### src/rtl/mem_arbiter.sv
// mem_arbiter: shares one synchronous RAM between CPU port A and a secondary port B,
// with a starvation guard for B and tagged fixed-latency read return.
module mem_arbiter #(
  parameter int ADDR_W       = 13,
  parameter int READ_LAT     = 1,
  parameter int STARVE_LIMIT = 4
) (
  input  logic              clk,
  input  logic              rst,
  input  logic              a_req,
  input  logic [15:0]       a_addr,
  input  logic              a_we,
  input  logic [7:0]        a_wdata,
  output logic              a_gnt,
  output logic [7:0]        a_rdata,
  output logic              a_rvalid,
  input  logic              b_req,
  input  logic [15:0]       b_addr,
  input  logic              b_we,
  input  logic [7:0]        b_wdata,
  output logic              b_gnt,
  output logic [7:0]        b_rdata,
  output logic              b_rvalid,
  output logic [ADDR_W-1:0] ram_addr,
  output logic              ram_we,
  output logic [7:0]        ram_di,
  input  logic [7:0]        ram_do
);
  typedef struct packed {
    logic v;
    logic p;
    logic o;
  } tag_t;
  localparam logic [3:0] LIM = 4'(STARVE_LIMIT);
  logic [3:0]        starve_q, starve_d;
  logic [ADDR_W-1:0] addr_q, addr_d;
  logic [7:0]        a_hold_q, b_hold_q;
  tag_t              tag_q [READ_LAT];
  tag_t              tag_d, tag_out;
  logic              gnt, we, oor;
  logic [15:0]       addr;
  logic [7:0]        rd;
  always_comb begin
    b_gnt    = !rst && b_req && (!a_req || starve_q == LIM);
    a_gnt    = !rst && a_req && !b_gnt;
    gnt      = a_gnt || b_gnt;
    addr     = b_gnt ? b_addr : a_addr;
    we       = b_gnt ? b_we : a_we;
    oor      = (addr >> ADDR_W) != 16'd0;
    ram_we   = gnt && we && !oor;
    ram_di   = !gnt ? 8'h00 : b_gnt ? b_wdata : a_wdata;
    addr_d   = rst ? '0 : gnt ? addr[ADDR_W-1:0] : addr_q;
    ram_addr = addr_d;
    tag_d    = '{v: gnt && !we, p: b_gnt, o: oor};
    starve_d = (rst || !b_req || b_gnt) ? 4'd0 : (starve_q == LIM) ? starve_q : starve_q + 4'd1;
    tag_out  = tag_q[READ_LAT-1];
    rd       = tag_out.o ? 8'hFF : ram_do;
    a_rvalid = !rst && tag_out.v && !tag_out.p;
    b_rvalid = !rst && tag_out.v && tag_out.p;
    a_rdata  = rst ? 8'h00 : a_rvalid ? rd : a_hold_q;
    b_rdata  = rst ? 8'h00 : b_rvalid ? rd : b_hold_q;
  end
  // The tag pipe mirrors the RAM read latency so data is routed to its owner.
  always_ff @(posedge clk) begin
    starve_q <= starve_d;
    addr_q   <= addr_d;
    a_hold_q <= a_rdata;
    b_hold_q <= b_rdata;
    tag_q[0] <= rst ? '0 : tag_d;
    for (int i = 1; i < READ_LAT; i++) tag_q[i] <= rst ? '0 : tag_q[i-1];
  end
endmodule

### config.mk
export PLATFORM = sky130hd
export DESIGN_NAME = mem_arbiter
export DESIGN_NICKNAME = d
export VERILOG_FILES = /design/src/rtl/mem_arbiter.sv
export SDC_FILE = /design/constraint.sdc
export NUM_CORES = 1
export LEC_CHECK = 0
export BUFFER_PORTS_ARGS = -buffer_cell sky130_fd_sc_hd__buf_2
export CAP_MARGIN = 20
export CELL_PAD_IN_SITES_DETAIL_PLACEMENT = 0
export CELL_PAD_IN_SITES_GLOBAL_PLACEMENT = 1
export CORE_MARGIN = 10
export CORE_UTILIZATION = 30
export CTS_CLUSTER_DIAMETER = 150
export DETAILED_ROUTE_END_ITERATION = 10
export MAX_ROUTING_LAYER = met4
export PLACE_DENSITY = 0.9
export SLEW_MARGIN = 25
export SYNTH_ARGS = -nofsm -noshare
export SYNTH_HDL_FRONTEND = slang
export SYNTH_SLANG_ARGS = --single-unit
export TNS_END_PERCENT = 10
### constraint.sdc
create_clock -name clk -period 1.95 [get_ports clk]
set_input_delay 0.2925 -clock clk [delete_from_list [all_inputs] [get_ports clk]]
set_output_delay 0.2925 -clock clk [all_outputs]
set_load 0.005 [all_outputs]
==> flow_summary.json, run 1 <==
{
  "run_status": "complete, but fails checks",
  "violations": "negative setup slack",
  "area_of_the_die_um2": 8890,
  "detailedRoute.firstPassIterationCount": 4,
  "power.clock.fraction_pct": 45.4,
  "share_of_the_yosys_chip_area_belonging_to_registers_pct": 43.5,
  "commonest_cells_after_routing_fill_and_taps_aside": "95 x sky130_fd_sc_hd__buf_2, 34 x sky130_fd_sc_hd__dfxtp_1, 27 x sky130_fd_sc_hd__nor2_1",
  "synth.avg_cell_area_um2": 10.2,
  "p_switching_w": 0.000415,
  "first_global_vias": 1820,
  "ctsHoldBuffers": 0,
  "fp.dieH_um": 94.3,
  "worst_path_max_delay_cell": "sky130_fd_sc_hd__dfxtp_2",
  "placement.io_buffers": 103,
  "most_used_flip_flop_cell_after_synthesis": "sky130_fd_sc_hd__dfxtp_1",
  "num_io_pins": 104,
  "wirelength_um": 5450,
  "cts.path.max_buffers": 2,
  "core_area_um2": 5240,
  "fin_crit_sh_pct": 110,
  "r2r-end": "addr_q[8]",
  "final_hpwl_dp_um": 4120,
  "per_cell_routed_wire_length_um": 15.5,
  "critical_path.max_stage_delay_ns": 0.33,
  "drt_iter0_drc": 54,
  "synthesis.area_um2": 1660,
  "finalMaxSlewViolations": 0,
  "htree_num_levels": 2,
  "final_common_cell": "sky130_fd_sc_hd__buf_2",
  "asyncSetResetFlopFracSynth_pct": 0,
  "crit_path_setup_slack_layout_ns": -0.198,
  "detail-route-antenna-nets": 0,
  "syn_nets": 227,
  "clk_root_buffer_cell": "sky130_fd_sc_hd__clkbuf_8",
  "min_path_cells": 2,
  "critPathRequiredTime_ns": 1.66,
  "cts_buffers": 5,
  "viasPerCell": 4.70,
  "synthToLayoutAreaGrowth_pct": 57.7,
  "dieWidth_um": 94.3,
  "maxCapViolations": 0,
  "groute.usage.overall_pct": 12.6,
  "placementRows": 26,
  "placed_cell_area_um2": 2240,
  "static-leakage-power_nw": 1.23,
  "drt_drc_violations_left": 0,
  "cts.sink_count": 36,
  "yosys_register_bits": 36,
  "synth.lib_cells_used.distinct": 33,
  "switching_share_pct": 20.8,
  "final_layout_size_suffix_gt1_share_pct": 55.9,
  "setup_repair_after_global_routing_missed_its_margin": "yes",
  "via_count": 1649,
  "setup-tns-final_ns": -3.39,
  "slew-limit-headroom_pct": 55.9,
  "final_design_area_no_fill_um2": 2610,
  "internal-power_w": 0.00158,
  "count_of_flip_flops_with_a_built_in_enable_after_synthesis": 0,
  "antenna_cells": 0,
  "worst-slew-pin-transition_ns": 0.659,
  "ir_drop_mv": 0.412,
  "gr-total-overflow": 0,
  "utilization_pct": 49.9,
  "hold_path.class": "in -> reg",
  "worstRegToRegCells": 6,
  "synthesis.instances": 163,
  "comb_power_share_pct": 15.4,
  "timing.final.setup_violations": 22,
  "path_class": "reg -> out",
  "fillerInstances": 498,
  "timing.critical_path.cells": "inv_2 -> ha_4 -> nand3b_4 -> a211oi_4 -> buf_6 -> mux2_4 -> buf_6",
  "fin_crit_ns": 2.15,
  "timing.hold.worst.start": "b_we",
  "cell_occurring_most_often_along_the_worst_timing_path": "sky130_fd_sc_hd__buf_6",
  "synth-warning-count": 0,
  "max_freq_ghz": 0.465,
  "crit_arrival_ns": 1.86,
  "first_pass_grt_wire_length_um": 8710,
  "initial_utilization_pct": 31.6,
  "reg2reg_from": "starve_q[0]",
  "maximum_number_of_pins_on_one_net_before_global_route_repair": 18,
  "clk_pin_slew_worst_paths_ns": 0.07,
  "timing.hold.ws_ns": 0.207,
  "timing_hold_violations_final": 0,
  "setup.worst_path.start_class": "register",
  "power_per_cell_area_nw_per_um2": 765,
  "grt_antenna_before_repair": 0,
  "cp_max_fo": 5,
  "skew_ns": 0.00255,
  "setup.worst_path.end_class": "primary output",
  "clk_latency_ns": 0.28,
  "hold_path_end": "tag_q[0][2]",
  "gp_congestion": 0.743,
  "reg2reg_slack_ns": 0.35,
  "num-nets-final": 344,
  "cts_tree": "done",
  "sequentialPowerShare_pct": 39.3
}
## metal layers
| metal | wire [um] | global-route usage [%] | vias to the layer above | part of all wire, % |
|---|---|---|---|---|
| li1 | - | - | 818 | - |
| met1 | 2330 | 14.5 | 753 | 43 |
| met2 | 2720 | 20.1 | 71 | 50 |
| met3 | 336 | 4.08 | 7 | 6.2 |
| met4 | 56 | 3.80 | 0 | 1.0 |
| met5 | 0 | - | - | 0 |
## cell type report
| cell class | instances | area, um^2 | area share, % |
|---|---|---|---|
| inverters | 5 | 18.8 | 0.718 |
| clock buffers | 5 | 68.8 | 2.63 |
| repair buffers | 122 | 742 | 28.4 |
| well taps | 70 | 87.6 | 3.35 |
| clock inverters | 3 | 90.1 | 3.45 |
| multi-input cells | 110 | 882 | 33.8 |
| flip-flops and latches | 36 | 723 | 27.7 |
## critical path: cells and delay by family (launching register included)
kind | cells | cell delay [ns]
mux | 1 | 0.31
compound gates | 1 | 0.33
simple gates | 1 | 0.10
buf+inv | 3 | 0.37
fa+ha+maj | 1 | 0.14
flops | 1 | 0.33
## state kept, by name, indices dropped and copies added, names as in the netlist
register,cells
addr_q,13
a_hold_q,8
b_hold_q,8
starve_q,4
tag_q,3
## Yosys cell counts (2+ instances only)
master	instances	area, um^2
sky130_fd_sc_hd__dfxtp_1	36	721
sky130_fd_sc_hd__nor2_1	27	101
sky130_fd_sc_hd__a211oi_1	16	120
sky130_fd_sc_hd__a221o_1	13	130
sky130_fd_sc_hd__and2_1	13	81.3
sky130_fd_sc_hd__nor3b_1	8	60.1
sky130_fd_sc_hd__mux2_2	5	56.3
sky130_fd_sc_hd__buf_6	4	45.0
sky130_fd_sc_hd__buf_2	3	15.0
sky130_fd_sc_hd__clkbuf_1	3	11.3
sky130_fd_sc_hd__inv_1	3	11.3
sky130_fd_sc_hd__mux2_4	3	45.0
sky130_fd_sc_hd__mux2i_1	3	30.0
sky130_fd_sc_hd__nor3_1	3	15.0
sky130_fd_sc_hd__buf_8	2	30.0
sky130_fd_sc_hd__ha_1	2	25.0
sky130_fd_sc_hd__inv_2	2	7.51
sky130_fd_sc_hd__nand2_1	2	7.51
## through the flow
step	power (W)	std cells	setup slack, ns
after global placement	0.00106	333	-0.146
after CTS	0.00202	354	-0.203
after floorplan	0.000934	163	0.119
after detailed placement	0.00107	333	0.00942
final	0.00200	351	-0.198
after global routing	0.00209	351	-0.293
## worst max-delay path by stage
stage | startpoint | end | slack, ns | cells past startpoint
3_3_place_gp | rst | ram_addr[12] | -0.15 | 5
3_5_place_dp | starve_q[1] | ram_di[3] | 0.009 | 7
6_report | starve_q[0] | ram_di[0] | -0.20 | 7
4_1_cts | starve_q[1] | ram_di[0] | -0.20 | 8
5_1_grt | starve_q[0] | ram_addr[8] | -0.29 | 8
2_1_floorplan | starve_q[0] | ram_di[4] | 0.12 | 6
## kinds of logic after synthesis
kind of cell	Yosys count	share of synthesized area, %
xor+xnor	2	1.06
compound gates	34	18.1
flops	36	43.5
mux	11	7.93
simple gates	61	20.7
fa+ha+maj	2	1.51
buf+inv	17	7.25
## what timing repair did
item / CTS / global route
pin swaps: 13 / 3
gates resized for setup: 25 / 11
cloned: 1 / 0
buffers inserted: 12 / 0
setup endpoints to repair: 22 / 30
## power by group through the flow
stage | combinational [W] | sequential (W) | clock, W
2_1_floorplan | 0.000139 | 0.000794 | 0
5_1_grt | 0.000339 | 0.000788 | 0.000959
6_report | 0.000307 | 0.000785 | 0.000907
3_3_place_gp | 0.000259 | 0.000801 | 0
3_5_place_dp | 0.000266 | 0.000802 | 0
4_1_cts | 0.000312 | 0.000785 | 0.000926
Note: power is estimated with default switching activity, not from simulation.
==> run 2: changes to the inputs <==
--- a/config.mk
+++ b/config.mk
@@ -5,6 +5,7 @@
 export SDC_FILE = /design/constraint.sdc
 export NUM_CORES = 1
 export LEC_CHECK = 0
+export ABC_AREA = 1
 export BUFFER_PORTS_ARGS = -buffer_cell sky130_fd_sc_hd__buf_2
 export CAP_MARGIN = 20
 export CELL_PAD_IN_SITES_DETAIL_PLACEMENT = 0
@@ -14,7 +15,7 @@
 export CTS_CLUSTER_DIAMETER = 150
 export DETAILED_ROUTE_END_ITERATION = 10
 export MAX_ROUTING_LAYER = met4
-export PLACE_DENSITY = 0.9
+export PLACE_DENSITY_LB_ADDON = 0.15
 export SLEW_MARGIN = 25
 export SYNTH_ARGS = -nofsm -noshare
 export SYNTH_HDL_FRONTEND = slang
==> flow_summary.json, run 2 <==
{
  "max_freq_ghz": 0.504,
  "synthToLayoutAreaGrowth_pct": 48.5,
  "synth_area_leaders": "sky130_fd_sc_hd__dfxtp_1 38%, sky130_fd_sc_hd__nand2_1 9.1%, sky130_fd_sc_hd__nand3_2 7.9%",
  "timing.final.setup_violations": 9,
  "violations": "negative setup slack",
  "synth.top_cells.by_count": "46 x sky130_fd_sc_hd__nand2_1, 37 x sky130_fd_sc_hd__nor2_1, 36 x sky130_fd_sc_hd__dfxtp_1, 30 x sky130_fd_sc_hd__inv_1, 17 x sky130_fd_sc_hd__nor3_1",
  "syn_nets": 318,
  "commonest_cells_after_routing_fill_and_taps_aside": "96 x sky130_fd_sc_hd__buf_2, 37 x sky130_fd_sc_hd__nor2_1, 34 x sky130_fd_sc_hd__dfxtp_1",
  "clk_latency_ns": 0.28,
  "dieWidth_um": 99.4,
  "maximum_number_of_pins_on_one_net_before_global_route_repair": 23,
  "largest_register": "addr_q",
  "asyncSetResetFlopFracSynth_pct": 0,
  "num-nets-final": 433,
  "synthDominantAreaCellType": "sky130_fd_sc_hd__dfxtp_1",
  "path_class": "reg -> out",
  "crit_path_setup_slack_layout_ns": -0.0329,
  "ctsHoldBuffers": 0,
  "clk_pin_slew_worst_paths_ns": 0.07,
  "total_power_w": 0.00172,
  "timing_hold_violations_final": 0,
  "most_used_flip_flop_cell_after_synthesis": "sky130_fd_sc_hd__dfxtp_1",
  "final_common_cell": "sky130_fd_sc_hd__buf_2",
  "static-leakage-power_nw": 1.49,
  "gp_congestion": 0.778,
  "min_path_cells": 2,
  "setup.worst_path.end_class": "primary output",
  "first_pass_grt_wire_length_um": 9560,
  "detailedRoute.firstPassIterationCount": 3,
  "reg2reg_slack_ns": 0.55,
  "placementRows": 28,
  "ir_drop_mv": 0.288,
  "share_of_the_yosys_chip_area_belonging_to_registers_pct": 38.1,
  "per_cell_routed_wire_length_um": 13.7,
  "setup_repair_after_global_routing_missed_its_margin": "yes",
  "largest_register_ffs": 13,
  "viasPerCell": 4.27,
  "core_area_um2": 6030,
  "drt_drc_violations_left": 0,
  "area_of_the_die_um2": 9870,
  "skew_ns": 0.00544,
  "maxCapViolations": 0,
  "groute.usage.overall_pct": 12.0,
  "worst_path_max_delay_cell": "sky130_fd_sc_hd__dfxtp_2",
  "cts.sink_count": 36,
  "clk_root_buffer_cell": "sky130_fd_sc_hd__clkbuf_8",
  "drt_iter0_drc": 32,
  "cts_tree": "done",
  "antenna_cells": 0,
  "initial_utilization_pct": 31.4,
  "critPathRequiredTime_ns": 1.66,
  "power_per_cell_area_nw_per_um2": 614,
  "setup-tns-final_ns": -0.163,
  "fin_crit_ns": 1.98,
  "cts.path.max_buffers": 2,
  "finalMaxSlewViolations": 0,
  "yosys_register_bits": 36,
  "largest_registers_in_the_final_layout": "addr_q: 13 flops, a_hold_q: 8 flops, b_hold_q: 8 flops",
  "num_io_pins": 104,
  "first_global_vias": 1971,
  "final_layout_size_suffix_gt1_share_pct": 50.0,
  "synth.lib_cells_used.distinct": 31,
  "synthesis.instances": 254,
  "fp.dieH_um": 99.4,
  "htree_num_levels": 2,
  "fin_crit_sh_pct": 102,
  "worst-slew-pin-transition_ns": 0.328,
  "hold_path.class": "in -> reg",
  "detail-route-antenna-nets": 0,
  "final_hpwl_dp_um": 4470,
  "critical_path.max_stage_delay_ns": 0.32,
  "synthesis.area_um2": 1890,
  "timing.critical_path.cells": "inv_2 -> ha_4 -> nand3_4 -> a21oi_4 -> buf_6 -> clkbuf_16 -> nand2_1 -> nand3_2 -> nand2_2 -> buf_2",
  "via_count": 1902,
  "yosysMostFrequentCell": "sky130_fd_sc_hd__nand2_1",
  "grt_antenna_before_repair": 0,
  "placement.io_buffers": 103,
  "r2r-end": "addr_q[7]",
  "timing.hold.worst.start": "rst",
  "synth_top_area_share_pct": 38.1,
  "hold_path_end": "addr_q[11]",
  "setup.worst_path.start_class": "register",
  "wirelength_um": 6080,
  "detailedPlace.worstSlack_ns": 0.188,
  "worstRegToRegCells": 9,
  "synth.avg_cell_area_um2": 7.44,
  "run_status": "complete, but fails checks",
  "gr-total-overflow": 0,
  "synth-warning-count": 0,
  "reg2reg_from": "starve_q[0]",
  "slew-limit-headroom_pct": 78.1,
  "cp_max_fo": 5,
  "crit_arrival_ns": 1.69,
  "count_of_flip_flops_with_a_built_in_enable_after_synthesis": 0,
  "cts_buffers": 5
}
run 2: changes by cell type after synthesis, sizes merged, moves of 11 or more:
cell and change:
nand2 +47, inv +30, nand3 +30, o21ai +22, a211oi -17, nor3 +14, a221o -13, and2 -12
nor2 +11
run 2: kinds of logic (layout without fill, tap and decap cells):
logic type	Yosys count	in the layout	share of synthesized area, %
AND/OR/NAND/NOR	140	141	38.4
buffers and inverters	46	161	11.8
flip-flops	36	36	38.1
AO/OA/AOI/OAI	28	28	9.40
adder cells (fa/ha/maj)	2	2	1.32
XOR/XNOR	2	2	0.927
run 2: through the flow:
stage	hold WS (ns)	area, um^2	util [%]	instances
after floorplan	0.365	1890	-	254
after global placement	0.447	2470	41.0	427
after detailed placement	0.453	2470	41.0	427
after CTS	0.285	2690	44.6	441
after global routing	0.283	2810	46.6	445
final	0.292	2810	46.6	445
run 2: final cells by class:
cell class,count,area [um^2]
inverters,35,136
multi-input cells,173,1030
flip-flops and latches,36,723
fillers,618,3220
clock buffers,7,86.3
well taps,75,93.8
clock inverters,1,7.51
repair buffers,118,729
run 2: what timing repair did:
item / 4_1_cts / 5_1_grt
endpoints found under the setup margin: 22 / 21
resized for setup: 18 / 19
gates cloned: 2 / 1
setup buffers: 4 / 3
pin swaps: 4 / 10
run 2: worst max-delay path by stage:
stage                 from           end  slack [ns]
6_report       starve_q[0]  ram_addr[12]       -0.03
5_1_grt        starve_q[0]   ram_addr[0]       -0.11
4_1_cts        starve_q[1]   ram_addr[5]       -0.02
3_5_place_dp   starve_q[0]  ram_addr[11]        0.19
3_3_place_gp   starve_q[0]        ram_we        0.20
2_1_floorplan  starve_q[0]  ram_addr[11]        0.38
run 2: power by group:
group | total [W] | switching, W | internal [W] | leakage [nW]
clock | 0.000541 | 0.000254 | 0.000287 | 0.0445
sequential | 0.000793 | 0.0000141 | 0.000779 | 0.297
combinational | 0.000389 | 0.000203 | 0.000186 | 1.15
run 2: critical path: cells and delay by family, from the launching register on:
family / cells / cell delay [ns]
compound gates: 1 / 0.17
fa+ha+maj: 1 / 0.15
simple gates: 4 / 0.28
flops: 1 / 0.32
buf+inv: 4 / 0.48
run 2: per-layer routing:
layer	wire [um]	vias up	share of wire, %	global-route usage [%]
li1	-	1033	-	-
met1	2680	802	44	13.9
met5	0	-	0	-
met2	2830	62	47	19.3
met3	528	5	8.7	4.64
met4	40	0	0.66	2.65
